File: src/rtl/cpu_cycle_controller.sv
`default_nettype none
// ============================================================================
//  Module   : cpu_cycle_controller
//  Brief    : Multi-cycle instruction sequencer for the MIPS core. Steps each
//             instruction through FETCH, EXEC, optional MULDIV / MEM wait
//             states and WB. Drives the bus strobes, IR load, register-file
//             write and PC update, and tracks the branch delay slot.
//  Revision : 1.0 - initial release
// ============================================================================
module cpu_cycle_controller #(
    parameter int WAIT_TIMEOUT = 0,   // consecutive stall cycles allowed per access; 0 = unbounded
    parameter int CNT_W        = 8    // wait counter width
) (
    input  logic clk,
    input  logic reset,
    input  logic waitrequest,
    input  logic reg_wr_en,
    input  logic mem_wr_en,
    input  logic is_load,
    input  logic is_muldiv,
    input  logic pc_branch,
    input  logic branch_taken,
    input  logic pc_jump,
    input  logic target_is_zero,
    input  logic muldiv_done,
    output logic mem_read,
    output logic mem_write,
    output logic addr_sel,
    output logic ir_load,
    output logic muldiv_start,
    output logic reg_write,
    output logic pc_wr_en,
    output logic pc_sel,
    output logic target_latch_en,
    output logic active,
    output logic fault
);

    // ------------------------------------------------------------------------
    // State encoding
    // ------------------------------------------------------------------------
    localparam logic [2:0] c_ST_FETCH  = 3'd0;
    localparam logic [2:0] c_ST_EXEC   = 3'd1;
    localparam logic [2:0] c_ST_MULDIV = 3'd2;
    localparam logic [2:0] c_ST_MEM    = 3'd3;
    localparam logic [2:0] c_ST_WB     = 3'd4;
    localparam logic [2:0] c_ST_HALTED = 3'd5;

    // Counter value seen during the last permitted stall cycle. The access
    // faults when waitrequest is still high in the cycle that would bring the
    // count up to WAIT_TIMEOUT, so exactly WAIT_TIMEOUT stall cycles occur
    // before the sequencer drops into HALTED.
    localparam logic [CNT_W-1:0] c_TIMEOUT_LAST =
        (WAIT_TIMEOUT == 0) ? '0 : CNT_W'(WAIT_TIMEOUT - 1);

    // The counter must be able to represent the timeout value.
    generate
        if (WAIT_TIMEOUT < 0 || WAIT_TIMEOUT >= (2 ** CNT_W)) begin : g_param_check
            $error("cpu_cycle_controller: WAIT_TIMEOUT out of range for CNT_W");
        end
    endgenerate

    // ------------------------------------------------------------------------
    // Registers and next-state wires
    // ------------------------------------------------------------------------
    logic [2:0]       r_state;
    logic [2:0]       w_state_nxt;
    logic             r_delay_pending;
    logic             w_delay_nxt;
    logic [CNT_W-1:0] r_wait_cnt;
    logic [CNT_W-1:0] w_wait_cnt_nxt;
    logic [CNT_W-1:0] w_wait_cnt_inc;
    logic             r_fault;
    logic             w_fault_nxt;
    logic             w_timeout;
    logic             w_redirect;

    // Saturating increment so a long unbounded stall never wraps the counter.
    assign w_wait_cnt_inc = (r_wait_cnt == {CNT_W{1'b1}}) ? r_wait_cnt
                                                          : r_wait_cnt + CNT_W'(1);

    // Stall budget exhausted while the bus is still stalling.
    assign w_timeout = (WAIT_TIMEOUT != 0) && waitrequest &&
                       (r_wait_cnt >= c_TIMEOUT_LAST);

    // Instruction in WB redirects control flow after its delay slot.
    assign w_redirect = (pc_branch & branch_taken) | pc_jump;

    // ------------------------------------------------------------------------
    // State register: sequencer state, delay-slot flag, wait counter, fault
    // ------------------------------------------------------------------------
    always_ff @(posedge clk) begin
        if (reset) begin
            r_state         <= c_ST_FETCH;
            r_delay_pending <= 1'b0;
            r_wait_cnt      <= '0;
            r_fault         <= 1'b0;
        end else begin
            r_state         <= w_state_nxt;
            r_delay_pending <= w_delay_nxt;
            r_wait_cnt      <= w_wait_cnt_nxt;
            r_fault         <= w_fault_nxt;
        end
    end

    // ------------------------------------------------------------------------
    // Next-state logic: transitions, stall counting and delay-slot tracking
    // ------------------------------------------------------------------------
    always_comb begin
        w_state_nxt    = r_state;
        w_delay_nxt    = r_delay_pending;
        w_wait_cnt_nxt = r_wait_cnt;
        w_fault_nxt    = r_fault;

        case (r_state)
            // Both bus states share the same stall / timeout handling; only
            // the state reached on completion differs.
            c_ST_FETCH, c_ST_MEM: begin
                if (waitrequest) begin
                    w_wait_cnt_nxt = w_wait_cnt_inc;
                    if (w_timeout) begin
                        w_state_nxt = c_ST_HALTED;
                        w_fault_nxt = 1'b1;
                    end
                end else begin
                    w_wait_cnt_nxt = '0;
                    w_state_nxt    = (r_state == c_ST_FETCH) ? c_ST_EXEC : c_ST_WB;
                end
            end

            c_ST_EXEC: begin
                if (is_muldiv) begin
                    w_state_nxt = c_ST_MULDIV;
                end else if (is_load || mem_wr_en) begin
                    w_state_nxt = c_ST_MEM;
                end else begin
                    w_state_nxt = c_ST_WB;
                end
            end

            // The start pulse is issued in EXEC, so a done seen in that same
            // cycle is never sampled here.
            c_ST_MULDIV: begin
                if (muldiv_done) begin
                    w_state_nxt = c_ST_WB;
                end
            end

            c_ST_WB: begin
                // A redirect in the delay slot both consumes the old target
                // and latches a new one, so the flag simply stays set.
                if (w_redirect) begin
                    w_delay_nxt = 1'b1;
                end else if (r_delay_pending) begin
                    w_delay_nxt = 1'b0;
                end
                // A pending jump to address 0 is the halt convention.
                if (r_delay_pending && target_is_zero) begin
                    w_state_nxt = c_ST_HALTED;
                end else begin
                    w_state_nxt = c_ST_FETCH;
                end
            end

            c_ST_HALTED: begin
                w_state_nxt = c_ST_HALTED;
            end

            default: begin
                w_state_nxt = c_ST_FETCH;
            end
        endcase
    end

    // ------------------------------------------------------------------------
    // Output decode: Moore outputs of the state, gated by decode inputs
    // ------------------------------------------------------------------------
    always_comb begin
        mem_read        = 1'b0;
        mem_write       = 1'b0;
        addr_sel        = 1'b0;
        ir_load         = 1'b0;
        muldiv_start    = 1'b0;
        reg_write       = 1'b0;
        pc_wr_en        = 1'b0;
        pc_sel          = 1'b0;
        target_latch_en = 1'b0;
        active          = 1'b1;

        case (r_state)
            c_ST_FETCH: begin
                mem_read = 1'b1;
                addr_sel = 1'b0;
                ir_load  = ~waitrequest;
            end

            c_ST_EXEC: begin
                muldiv_start = is_muldiv;
            end

            c_ST_MULDIV: begin
                // No strobes while the unit computes.
            end

            c_ST_MEM: begin
                mem_read  = is_load;
                mem_write = mem_wr_en;
                addr_sel  = 1'b1;
            end

            c_ST_WB: begin
                reg_write       = reg_wr_en;
                pc_wr_en        = 1'b1;
                pc_sel          = r_delay_pending;
                target_latch_en = w_redirect;
            end

            c_ST_HALTED: begin
                active = 1'b0;
            end

            default: begin
                active = 1'b1;
            end
        endcase
    end

    assign fault = r_fault;

endmodule
`default_nettype wire

File: config.mk
export PLATFORM = sky130hd
export DESIGN_NAME = cpu_cycle_controller
export DESIGN_NICKNAME = d
export VERILOG_FILES = /design/src/rtl/cpu_cycle_controller.sv
export SDC_FILE = /design/constraint.sdc
export NUM_CORES = 1
export LEC_CHECK = 0
export CAP_MARGIN = 30
export CORE_AREA = 2 2 39 41
export DETAILED_ROUTE_END_ITERATION = 12
export DIE_AREA = 0 0 41 43
export SLEW_MARGIN = 20
export SYNTH_ARGS = -nofsm -noshare
export SYNTH_HDL_FRONTEND = slang
export SYNTH_SLANG_ARGS = --single-unit
File: constraint.sdc
create_clock -name clk -period 1.22 [get_ports clk]
set_input_delay 0.183 -clock clk [delete_from_list [all_inputs] [get_ports clk]]
set_output_delay 0.183 -clock clk [all_outputs]
set_load 0.02 [all_outputs]
==> results.toml, run 1 <==
[run_status]
outcome = "complete, but fails checks"
violations = "negative setup slack"

[floorplan]
die_height_um = 43
die_area_um2 = 1760
rows = 14
fp.coreArea_um2 = 1380
ios = 23
start_util_pct = 27.5
die_x_um = 41

[synth]
synth_top_area_share_pct = 21.1
synth_area_um2 = 380
ys_types = 30
synth_edf_count = 0
ys_ff_latch = 4
ys_seq_area_share_pct = 21.1
syn_nets = 57
synth.area.top_cells = "dfxtp_1, buf_6, and2_1, nor3b_4, a211oi_1"
yosys.area.top_type = "dfxtp_1"
ys.flop_type = "dfxtp_1"
async_flop_share_pct = 0
avgSynthCellArea_um2 = 8.45
yosysWarnings = 0
syn_inst = 45

[worst_setup_path]
crit_buf_inv = 1
critPathSlowestCell = "dfxtp_4"
cp-start-kind = "register"
slowest_delay_ns = 0.37
crit_type = "register to output port"
crit_arrival_ns = 1.19
critPathTopFamily = "simple AND/OR/NAND/NOR gates"
critPathRequiredTime_ns = 1.04
path_cells = "nor3b_4 -> and2_2 -> buf_4"
cp-end-kind = "output port"
cp_max_fo = 6

[cells_and_area]
post_route_cells_drive_above_1_share_pct = 68.1
syn2layout_area_growth_pct = 133
nets = 105
finalNonFillerCells = 107
num_antenna_cells = 0

[clock_network]
htreeDepth = 1
path_clk_slew_ns = 0.04
insertion_delay_ns = 0.24
clock_sinks = 4
clock_path_buffers = 2
cts_root_buf = "clkbuf_4"
numCtsBuffers = 3
holdBufCountCts = 0
cts_tree = "built"

[placement]
post-dp-hpwl_um = 894
placedCellCount = 97
place.gp.congestion = 0.682
portBuffers = 21

[timing]
rsz0062_at_grt = "yes"
finalSetupViolCount = 13
skew_ns = 0.00444
hold_viol_final = 0
timing.final.crit_period_ns = 1.38
fmax_ghz = 0.727
final-max-slew-violation-count = 0
setup-tns-final_ns = -1.33
fin_ws_ns = -0.156
period_share_pct = 113

[hold_path]
worstHoldPathType = "primary input to register"

[global_route]
antenna_found_initial = 0
grt_remaining_overflow = 0
first_global_vias = 499
track_usage_pct = 17.5
grt_pass1_wl_um = 2130
grt_max_degree = 9

[routing]
post-route-drc-count = 0
vias = 501
postRouteAntennaNets = 0
vias_per_cell = 4.68
routed_wl_um = 1400
wl_per_cell_um = 13.1
drt-initial-drc-count = 13
dr.pass1.iters = 3

[power_and_ir_drop]
power_density_nw_per_um2 = 1130
peakVddDrop_mv = 0.504
leakage_nw = 0.416

[run]
maxCapViolCount = 0
## layout by cell type (no fill, tap or decap), drive strengths merged
| master | n |
|---|---|
| or2b | 1 |
| o21bai | 1 |
| inv | 1 |
| dlymetal6s2s | 3 |
| nor4b | 1 |
| a32oi | 1 |
| a31o | 1 |
| conb | 1 |
| nor3 | 2 |
| clkbuf | 3 |
| a21oi | 2 |
| nand3b | 1 |
| clkdlybuf4s50 | 8 |
| nor2b | 1 |
| a21o | 1 |
| and2 | 4 |
| and2b | 1 |
| or4 | 1 |
| nor3b | 2 |
| a31oi | 1 |
| and3b | 1 |
| nor4 | 1 |
| or3b | 1 |
| dfxtp | 4 |
| buf | 36 |
| o31ai | 1 |
| nand2 | 3 |
| nor2 | 4 |
| a211oi | 2 |
| a221o | 1 |
## metrics by stage
stage / cell area (µm²) / util, % / power [mW] / hold WS [ns] / setup slack, ns
5_1_grt: 885 / 63.9 / 1.06 / 0.489 / -0.203
2_1_floorplan: 399 / - / 0.460 / 0.252 / -0.0950
4_1_cts: 820 / 59.2 / 0.950 / 0.624 / -0.144
3_3_place_gp: 731 / 52.8 / 0.687 / 0.610 / -0.446
3_5_place_dp: 731 / 52.8 / 0.688 / 0.619 / -0.451
6_report: 885 / 63.9 / 1.00 / 0.438 / -0.156
## state kept, by name (all words and copies together) (netlist names)
signal / cells
r_delay_pending: 1
r_state: 3
## worst reg2reg max path, delay by kind of cell, from the launching register on
kind,cells,cell delay (ns)
AO/OA/AOI/OAI,2,0.49
flip-flops,1,0.39
buffers and inverters,3,0.35
AND/OR/NAND/NOR,1,0.04
## repair_timing
action                     4_1_cts  5_1_grt
setup endpoints to repair       13       14
resized for setup               66       15
pin swaps                        9        6
buffers inserted                 5        3
## power breakdown
part	total (mW)	switching (mW)	internal [mW]
combinational	0.614	0.255	0.359
clock	0.177	0.0659	0.111
sequential	0.213	0.0499	0.163
## kinds of logic (layout without fill, tap and decap cells)
logic type,count (synthesis),in the layout,share of synthesized area (%)
flops,4,4,21.1
simple gates,24,24,45.4
other cells,1,1,0.986
buf+inv,5,51,10.9
compound gates,11,11,21.7
## cells in the mapped netlist (all sizes together), types with 2 or more instances
master and number:
nand2 3, dfxtp 4, nor2 4, nor3 2, buf 4, nor3b 2, a21oi 2, and2 4
a211oi 2
## metal layers
| layer | up-vias | global-route usage (%) | routed length, µm |
|---|---|---|---|
| met5 | - | 0 | 0 |
| li1 | 255 | - | - |
| met4 | 0 | 4.00 | 0 |
| met2 | 12 | 28.1 | 719 |
| met1 | 234 | 22.4 | 612 |
| met3 | 0 | 4.71 | 66 |
## cell type report
cell class	count	area, µm²
sequential	4	91.3
tap	16	20.0
inverter	1	3.75
fill	123	499
timing repair buffer	47	427
clock buffer	3	22.5
multi-input combinational	36	320
## path summary, 6_finish.rpt
check	from	end	slack, ns	depth (start not counted)
max	r_state[0]	reg_write	-0.16	3
min	mem_wr_en	r_state[2]	0.44	4
max reg2reg	r_state[0]	r_state[0]	-0.14	6
min reg2reg	r_delay_pending	r_delay_pending	0.62	3
Note: power is estimated with default switching activity, not from simulation.
==> run 2, diff against run 1 <==
--- a/config.mk
+++ b/config.mk
@@ -9,6 +9,7 @@
 export CORE_AREA = 2 2 39 41
 export DETAILED_ROUTE_END_ITERATION = 12
 export DIE_AREA = 0 0 41 43
+export DONT_BUFFER_PORTS = 1
 export SLEW_MARGIN = 20
 export SYNTH_ARGS = -nofsm -noshare
 export SYNTH_HDL_FRONTEND = slang
==> run 2 against run 1 <==
Effect of this change:
- core utilization down 15 points
- global-route usage down 5.1 points
- flip-flop and latch count unchanged
- non-clock buffer count down 28
- die area unchanged
- largest power group unchanged
- worst setup slack better by 0.022 ns
- routed wire length down 16%
- register-to-register slack about the same
- final cell count down 26%
- clock skew up 0.00069 ns
- count of clock-buffer cells in the layout unchanged
- the run still ends with negative setup slack left
- critical endpoint is now target_latch_en
- critical path type unchanged
- via count down 15%
==> results.toml, run 2 (synthesis gave the netlist of run 1 again) <==
[cells_and_area]
top_register = "r_state"
post_route_cells_drive_above_1_share_pct = 73.0
final_area_um2 = 673
final_cell_mix = "buf_4, buf_6, and2_4, clkbuf_4, dfxtp_4"
seq_area_um2 = 91.3
nets = 77
syn2layout_area_growth_pct = 77.0
multi_input_area_um2 = 360
reg_top3 = "r_state: 3 flops, r_delay_pending: 1 flops"
num_antenna_cells = 0
nFillCells = 129
final_common_cell = "buf_4"
largest_reg_flops = 3

[worst_setup_path]
crit_arrival_ns = 1.17
cp-end-kind = "output port"
critPathSlowestCell = "dfxtp_4"
r2r-start = "r_state[0]"
path_cells = "buf_6 -> nor3b_4 -> nor2b_4"
rr_endpoint = "r_state[0]"
crit_buf_inv = 1
crit_type = "register to output port"
critPathTopFamily = "simple AND/OR/NAND/NOR gates"
cp-start-kind = "register"
slowest_delay_ns = 0.35
critPathRequiredTime_ns = 1.04
cp_max_fo = 5
r2r_cells = 4
reg2reg_slack_ns = -0.13

[hold_path]
worstHoldPathCells = 1
hold_end = "r_delay_pending"
worstHoldPathType = "primary input to register"
min-delay-start = "reset"

[power_and_ir_drop]
peakVddDrop_mv = 0.491
leakage_nw = 0.282
power.share.clock_pct = 17.0
p_switching_mw = 0.359
share_comb_of_total_power_pct = 62.2
power_density_nw_per_um2 = 1420
power_frac_seq_pct = 20.8
p_sw_share_pct = 37.5
p_total_mw = 0.958
p_int_mw = 0.599

[timing]
period_share_pct = 111
skew_ns = 0.00513
hold_viol_final = 0
holdWs_ns = 0.0213
rsz0062_at_grt = "yes"
fmax_ghz = 0.738
fin_ws_ns = -0.134
timing.final.crit_period_ns = 1.35
finalSetupViolCount = 12
final-max-slew-violation-count = 0

[floorplan]
ios = 23
fp.coreArea_um2 = 1380
die_x_um = 41
start_util_pct = 27.5
die_height_um = 43
die_area_um2 = 1760
rows = 14

[global_route]
first_global_vias = 336
grt_remaining_overflow = 0
grt_max_degree = 8
track_usage_pct = 12.4
grt_pass1_wl_um = 1480
antenna_found_initial = 0

[clock_network]
numCtsBuffers = 3
insertion_delay_ns = 0.23
clock_sinks = 4
htreeDepth = 1
path_clk_slew_ns = 0.04
clock_path_buffers = 2
cts_root_buf = "clkbuf_4"
cts_tree = "built"

[routing]
drt-initial-drc-count = 5
postRouteAntennaNets = 0
post-route-drc-count = 0
vias_per_cell = 5.38
wl_per_cell_um = 14.8
routed_wl_um = 1170
dr.pass1.iters = 4
vias = 425

[run]
maxCapViolCount = 0

[placement]
place_area_um2 = 475
portBuffers = 0
post-dp-hpwl_um = 759
place.gp.congestion = 0.727

[run_status]
outcome = "complete, but fails checks"
violations = "negative setup slack"
run 2: cell count changes in the layout (fill, tap and decap cells not counted), moves of 2 or more:
cell	previous run	this run
buf_6	11	6
clkdlybuf4s50_1	8	0
nand2_4	0	2
dlymetal6s2s_1	3	0
buf_4	24	11
run 2: area by class of cell:
class                           count  area share, %
Clock buffer                        3           3.35
Timing Repair Buffer               19           26.0
Tap cell                           16           2.97
Sequential cell                     4           13.6
Inverter                            1          0.558
Multi-Input combinational cell     36           53.5
run 2: metal layers:
layer	share of wire, %	track usage [%]	up-vias
met5	0	0	-
met3	7.8	3.66	2
met1	36	15.7	204
met4	1.2	4.00	0
met2	55	19.4	19
li1	-	-	200
run 2: per-stage QoR:
step	std cells	setup slack, ns	setup TNS (ns)	utilization, %
after CTS	75	-0.171	-1.31	41.7
after global placement	70	0.00459	0	34.4
after floorplan	45	-0.0950	-0.169	-
final	79	-0.134	-1.11	48.6
after detailed placement	70	-0.0296	-0.0383	34.4
after global routing	79	-0.209	-1.74	48.6
run 2: how the worst max path moves through the flow:
stage	startpoint	to	slack, ns	depth (start not counted)
final	r_state[0]	target_latch_en	-0.13	3
after global routing	r_state[0]	target_latch_en	-0.21	3
after CTS	r_state[0]	target_latch_en	-0.17	3
after detailed placement	r_state[0]	target_latch_en	-0.03	3
after global placement	r_state[0]	target_latch_en	0.005	3
after floorplan	r_state[1]	target_latch_en	-0.09	3
run 2: power by group through the flow:
stage               Clock [mW]  Combinational (mW)  Sequential (mW)
floorplan                    0               0.282            0.178
global placement             0               0.392            0.192
detailed placement           0               0.393            0.193
CTS                      0.172               0.484            0.196
global route             0.179               0.633            0.204
finish                   0.163               0.596            0.199
run 2: worst register-to-register path, stage by stage (launching register included):
cell and delay (ns):
dfxtp_4 0.35, buf_6 0.12, and2_4 0.14, a221o_1 0.34
o31ai_1 0.30
run 2: timing repair:
item                                    CTS  global route
endpoints found under the setup margin   12            14
pin swaps                                 8            12
hold buffers                              0             1
resized for setup                        18            12
hold endpoints to repair                  0             1
buffers inserted                          2             3
==> variant 1 (flow settings as in run 2) <==
Make the reset (`reset`) asynchronous in one clocked block.
--- a/src/rtl/cpu_cycle_controller.sv
+++ b/src/rtl/cpu_cycle_controller.sv
@@ -90,5 +90,5 @@
     // State register: sequencer state, delay-slot flag, wait counter, fault
     // ------------------------------------------------------------------------
-    always_ff @(posedge clk) begin
+    always_ff @(posedge clk or posedge reset) begin
         if (reset) begin
             r_state         <= c_ST_FETCH;
Function: differs if reset is asserted again (counterexample within 4 cycles, from zero or initial values and one cycle with reset high); with reset held inactive, the same outputs for 10 cycles.
==> variant 1 against run 2 <==
  * The run still ends with setup timing left
  * Total power increased by 60%
  * Sequential cell count stayed put
  * Wire length is 12% lower
  * Area after synthesis shrank 6.6%
  * Worst setup slack worse by 88 ps
  * Synthesized cell count decreased by 2.2%
  * Final area decreased by 13%
  * Largest cell class unchanged
  * Highest routed layer is now met3
==> variant 1: results <==
[placement]
place.gp.congestion = 0.7898
place_worst_setup_slack_ps = -53.29
placement.cell_area_um2 = 425.4
dp.final_hpwl_um = 681.6
place.detailed.instances = 64

[worst_setup_path]
critical-path-top-delay-family = "simple AND/OR/NAND/NOR gates"
crit_arrival_ps = 1260
maximum_fanout_along_the_worst_path = 4
cp_max_stage_cell = "or3b_4"
critical_path.max_stage_delay_ps = 440

[synth]
synth_compound_area_share_pct = 21.48
netlist_top_cells_area = "dfrtp_1 28%, and3_1 7.0%, buf_6 6.3%"
synth_xor_xnor_area_share_pct = 0
synthTopCellsByCount = "4 x a21oi_1, 4 x and3_1, 4 x dfrtp_1, 4 x inv_1, 3 x nor2_1"
synth_sequential_area_ratio_pct = 28.17
syn-num-nets = 56
synth_cell_types = 26
synth_cells = 44
synth_top_area_cell = "dfrtp_1"
fraction_of_synthesis_flops_using_an_asynchronous_set_or_reset_pin_pct = 100.0

[run_status]
run_status = "finished, violations left"
violated_checks = "setup timing"

[detailed_routing]
vias_per_cell = 5.113
drt_first_iter_violations = 2
detail_route.wl_per_cell_um = 14.58
routed-via-count = 363

[clocking]
numCtsBuffers = 3
cts-root-buf = "clkbuf_4"
worst_skew_pair.late_latency_ps = 230

[finish]
fraction_of_final_layout_cells_with_drive_strength_greater_than_1_pct = 69.09
final_nets = 69
biggestRegsByFlops = "r_state: 3 flops, r_delay_pending: 1 flops"
antennaDiodeCount = 0

[timing]
setup_total_negative_slack_ps = -1568
finalSetupViolations = 11
finClkSkew_ps = 2.353
final.setup.worst_slack_ps = -221.7
report.final.hold_viol_count = 0

[grt]
grt_max_degree = 8
grt_pass1_wl_mm = 1.455
first_global_vias = 345
grt_util_all_layers_pct = 12.11

[worst_hold_path]
min-delay-path-class = "in2reg"

[power]
leakagePower_nw = 0.2565
cell_internal_pwr_mw = 0.8606
pwr.group.sequential_mw = 0.288
highest_ir_drop_seen_on_vdd_v = 0.001078
proportion_of_power_drawn_by_the_clock_network_pct = 10.2
power.density_nw_per_um2 = 2616
-- variant 1: final timing paths --
kind / cells past startpoint / slack [ps] / end / start
setup / recovery: 2 / -220 / target_latch_en / r_state[1]$_DFFE_PP0P_
hold / removal: 1 / 30 / r_state[1]$_DFFE_PP0P_ / muldiv_done
setup reg to reg: 3 / 0 / r_state[1]$_DFFE_PP0P_ / r_state[1]$_DFFE_PP0P_
hold reg to reg: 1 / 540 / r_delay_pending$_DFFE_PP0P_ / r_delay_pending$_DFFE_PP0P_
max in group asynchronous: 2 / 770 / r_state[0]$_DFFE_PP0P_ / reset
min in group asynchronous: 2 / 280 / r_state[1]$_DFFE_PP0P_ / reset
-- variant 1: area by class of cell --
type	count	area [µm²]
Tap cell	16	20.02
Timing Repair Buffer	12	120.1
Fill cell	132	797.0
Sequential cell	4	102.6
Inverter	4	15.01
Multi-Input combinational cell	32	306.5
Clock buffer	3	22.52
-- variant 1: cells by family (layout without fill, tap and decap cells) --
| family | Yosys count | count (layout) |
|---|---|---|
| and+or+nand+nor | 20 | 20 |
| AOI/OAI and AO/OA | 11 | 11 |
| buffers and inverters | 8 | 19 |
| other | 1 | 1 |
| DFF | 4 | 4 |
-- variant 1: routing by layer --
| metal | share of wire (%) | vias up | global-route usage (%) |
|---|---|---|---|
| met3 | 7.2 | 0 | 4.712 |
| met1 | 37 | 173 | 16.34 |
| li1 | - | 174 | - |
| met2 | 55 | 16 | 18.13 |
| met5 | 0 | - | 0 |
| met4 | 0 | 0 | 2.000 |
-- variant 1: repair_timing --
action                                  CTS  global route
hold buffers                              1             0
pin swaps                                 7            10
endpoints found under the setup margin   13            14
setup buffers                             1             2
endpoints found under the hold margin     4             0
resized for setup                        20            11
==> variant 2 (settings of run 2) <==
Made on the original files. Register the inputs `is_muldiv`, `target_is_zero` and `muldiv_done` before use. The logic sees them one clock later. The other inputs are not delayed to match.
--- a/src/rtl/cpu_cycle_controller.sv
+++ b/src/rtl/cpu_cycle_controller.sv
@@ -54,4 +54,14 @@
         (WAIT_TIMEOUT == 0) ? '0 : CNT_W'(WAIT_TIMEOUT - 1);
 
+    logic is_muldiv_q;
+    logic target_is_zero_q;
+    logic muldiv_done_q;
+
+    always_ff @(posedge clk) begin
+        is_muldiv_q      <= is_muldiv;
+        target_is_zero_q <= target_is_zero;
+        muldiv_done_q    <= muldiv_done;
+    end
+
     // The counter must be able to represent the timeout value.
     generate
@@ -130,5 +140,5 @@
 
             c_ST_EXEC: begin
-                if (is_muldiv) begin
+                if (is_muldiv_q) begin
                     w_state_nxt = c_ST_MULDIV;
                 end else if (is_load || mem_wr_en) begin
@@ -142,5 +152,5 @@
             // cycle is never sampled here.
             c_ST_MULDIV: begin
-                if (muldiv_done) begin
+                if (muldiv_done_q) begin
                     w_state_nxt = c_ST_WB;
                 end
@@ -156,5 +166,5 @@
                 end
                 // A pending jump to address 0 is the halt convention.
-                if (r_delay_pending && target_is_zero) begin
+                if (r_delay_pending && target_is_zero_q) begin
                     w_state_nxt = c_ST_HALTED;
                 end else begin
@@ -196,5 +206,5 @@
 
             c_ST_EXEC: begin
-                muldiv_start = is_muldiv;
+                muldiv_start = is_muldiv_q;
             end
 
Behaviour: not the same (Yosys sat finds a counterexample within 4 cycles, from zero or initial values and one cycle with reset high).
==> variant 2 against run 2 <==
  * The run still ends with setup timing left
  * Cell count rose by 10%
  * Total power increased by 8.4%
  * Final area is 4.8% higher
  * First-iteration DRC count decreased by 40%
  * Wire length is 2.5% lower
  * Sequential cell count increased by 3
  * Area after synthesis grew 6.9%
  * Worst setup slack better by 50 ps
  * Synthesized cell count up 11%
==> variant 2: results <==
[run_status]
run_status = "finished, violations left"
violated_checks = "setup timing"

[finish]
final.signal_inverter_count = 2
multi_input_cells = 37
num-clock-buffers = 4
num-nonclk-buffers = 21
area_occupied_by_multi_input_gates_um2 = 314.1
filler_cell_count = 119
seqAreaFraction_pct = 21.45
final_nets = 84
synthToLayoutAreaGrowth_pct = 73.54
buffer_area_share_pct = 26.42
fraction_of_final_layout_cells_with_drive_strength_greater_than_1_pct = 57.75

[grt]
grt_pass1_wl_mm = 1.842
grt_max_degree = 10
globalRouteMet1Util_pct = 16.29
grt_util_all_layers_pct = 15.93
gr-usage-met3_pct = 6.283
groute.layer.met2.usage_pct = 24.38
first_global_vias = 441

[placement]
place.gp.congestion = 0.7240
placement.cell_area_um2 = 496.7

[power]
highest_ir_drop_seen_on_vdd_v = 0.0004105
leakagePower_nw = 0.3035

[clocking]
worst_skew_pair.late_latency_ps = 260
cts.hold.buffers_added = 4
cts.repair_timing.setup_buffer_count = 4

[synth]
synthTopCellsByCount = "7 x dfxtp_1, 4 x a21oi_1, 4 x nand2_1"
synth_sequential_area_ratio_pct = 34.46
netlist_top_cells_area = "dfxtp_1 34%, buf_4 5.5%, a21oi_1 4.9%"
synth_seq_cells = 7
synth_top_area_share_pct = 34.46
syn-num-nets = 62

[detailed_routing]
route.met2.wl_um = 604
vias_per_cell = 5.069
drt_first_iter_violations = 3
firstDrtPassIters = 6
detailroute.wirelength.met3_um = 70

[worst_hold_path]
hold_path_end = "r_state[0]$_SDFFE_PP0P_"
hold_path_depth = 2
hold_path_startpoint = "waitrequest"

[timing]
final.setup.worst_slack_ps = -83.87
finalSetupViolations = 11
finClkSkew_ps = 3.995

[worst_setup_path]
crit_arrival_ps = 1120
critical_path.max_stage_delay_ps = 370
## variant 2: cell types whose count changed after synthesis, moves of 2 or more
cell and delta:
nand3_1 +2, and3_1 +2, and2_1 -2, a21oi_1 +2, dfxtp_1 +3, nor2_1 -2
buf_6 -2
## variant 2: worst reg2reg max path, cell delays in order, from the launching register on
cell	delay, ps
dfxtp_4	390
buf_4	120
or3b_1	350
a32oi_1	220
o31ai_1	80
## variant 2: cell families (layout without fill, tap and decap cells)
| kind of cell | Yosys count | count (layout) | share of synthesized area, % |
|---|---|---|---|
| compound gates | 12 | 12 | 20.00 |
| other cells | 1 | 1 | 0.9222 |
| buf+inv | 6 | 27 | 8.307 |
| simple gates | 24 | 24 | 36.31 |
| flops | 7 | 7 | 34.46 |
## variant 2: per-stage QoR
stage	TNS, ps	utilization (%)	total power [mW]	instances	hold slack, ps
6_report	-527.1	50.99	1.039	87	80.70
5_1_grt	-1113	50.99	1.115	87	75.40
4_1_cts	-439.8	47.38	0.9833	85	76.89
3_5_place_dp	0	35.90	0.6546	73	210.8
3_3_place_gp	0	35.90	0.6507	73	210.8
2_1_floorplan	-58.27	-	0.5217	50	210.7
## variant 2: worst max-delay path by stage
stage / end / depth (start not counted)
2_1_floorplan: target_latch_en / 4
3_3_place_gp: r_state[0]$_SDFFE_PP0P_ / 3
3_5_place_dp: r_state[0]$_SDFFE_PP0P_ / 3
4_1_cts: mem_read / 4
5_1_grt: mem_write / 3
6_report: mem_write / 3
## variant 2: power groups by stage
stage / clock (mW) / sequential (mW) / combinational [mW]
final: 0.215 / 0.313 / 0.511
after global routing: 0.245 / 0.317 / 0.554
after CTS: 0.222 / 0.308 / 0.454
after detailed placement: 0 / 0.296 / 0.359
after global placement: 0 / 0.296 / 0.354
after floorplan: 0 / 0.273 / 0.248
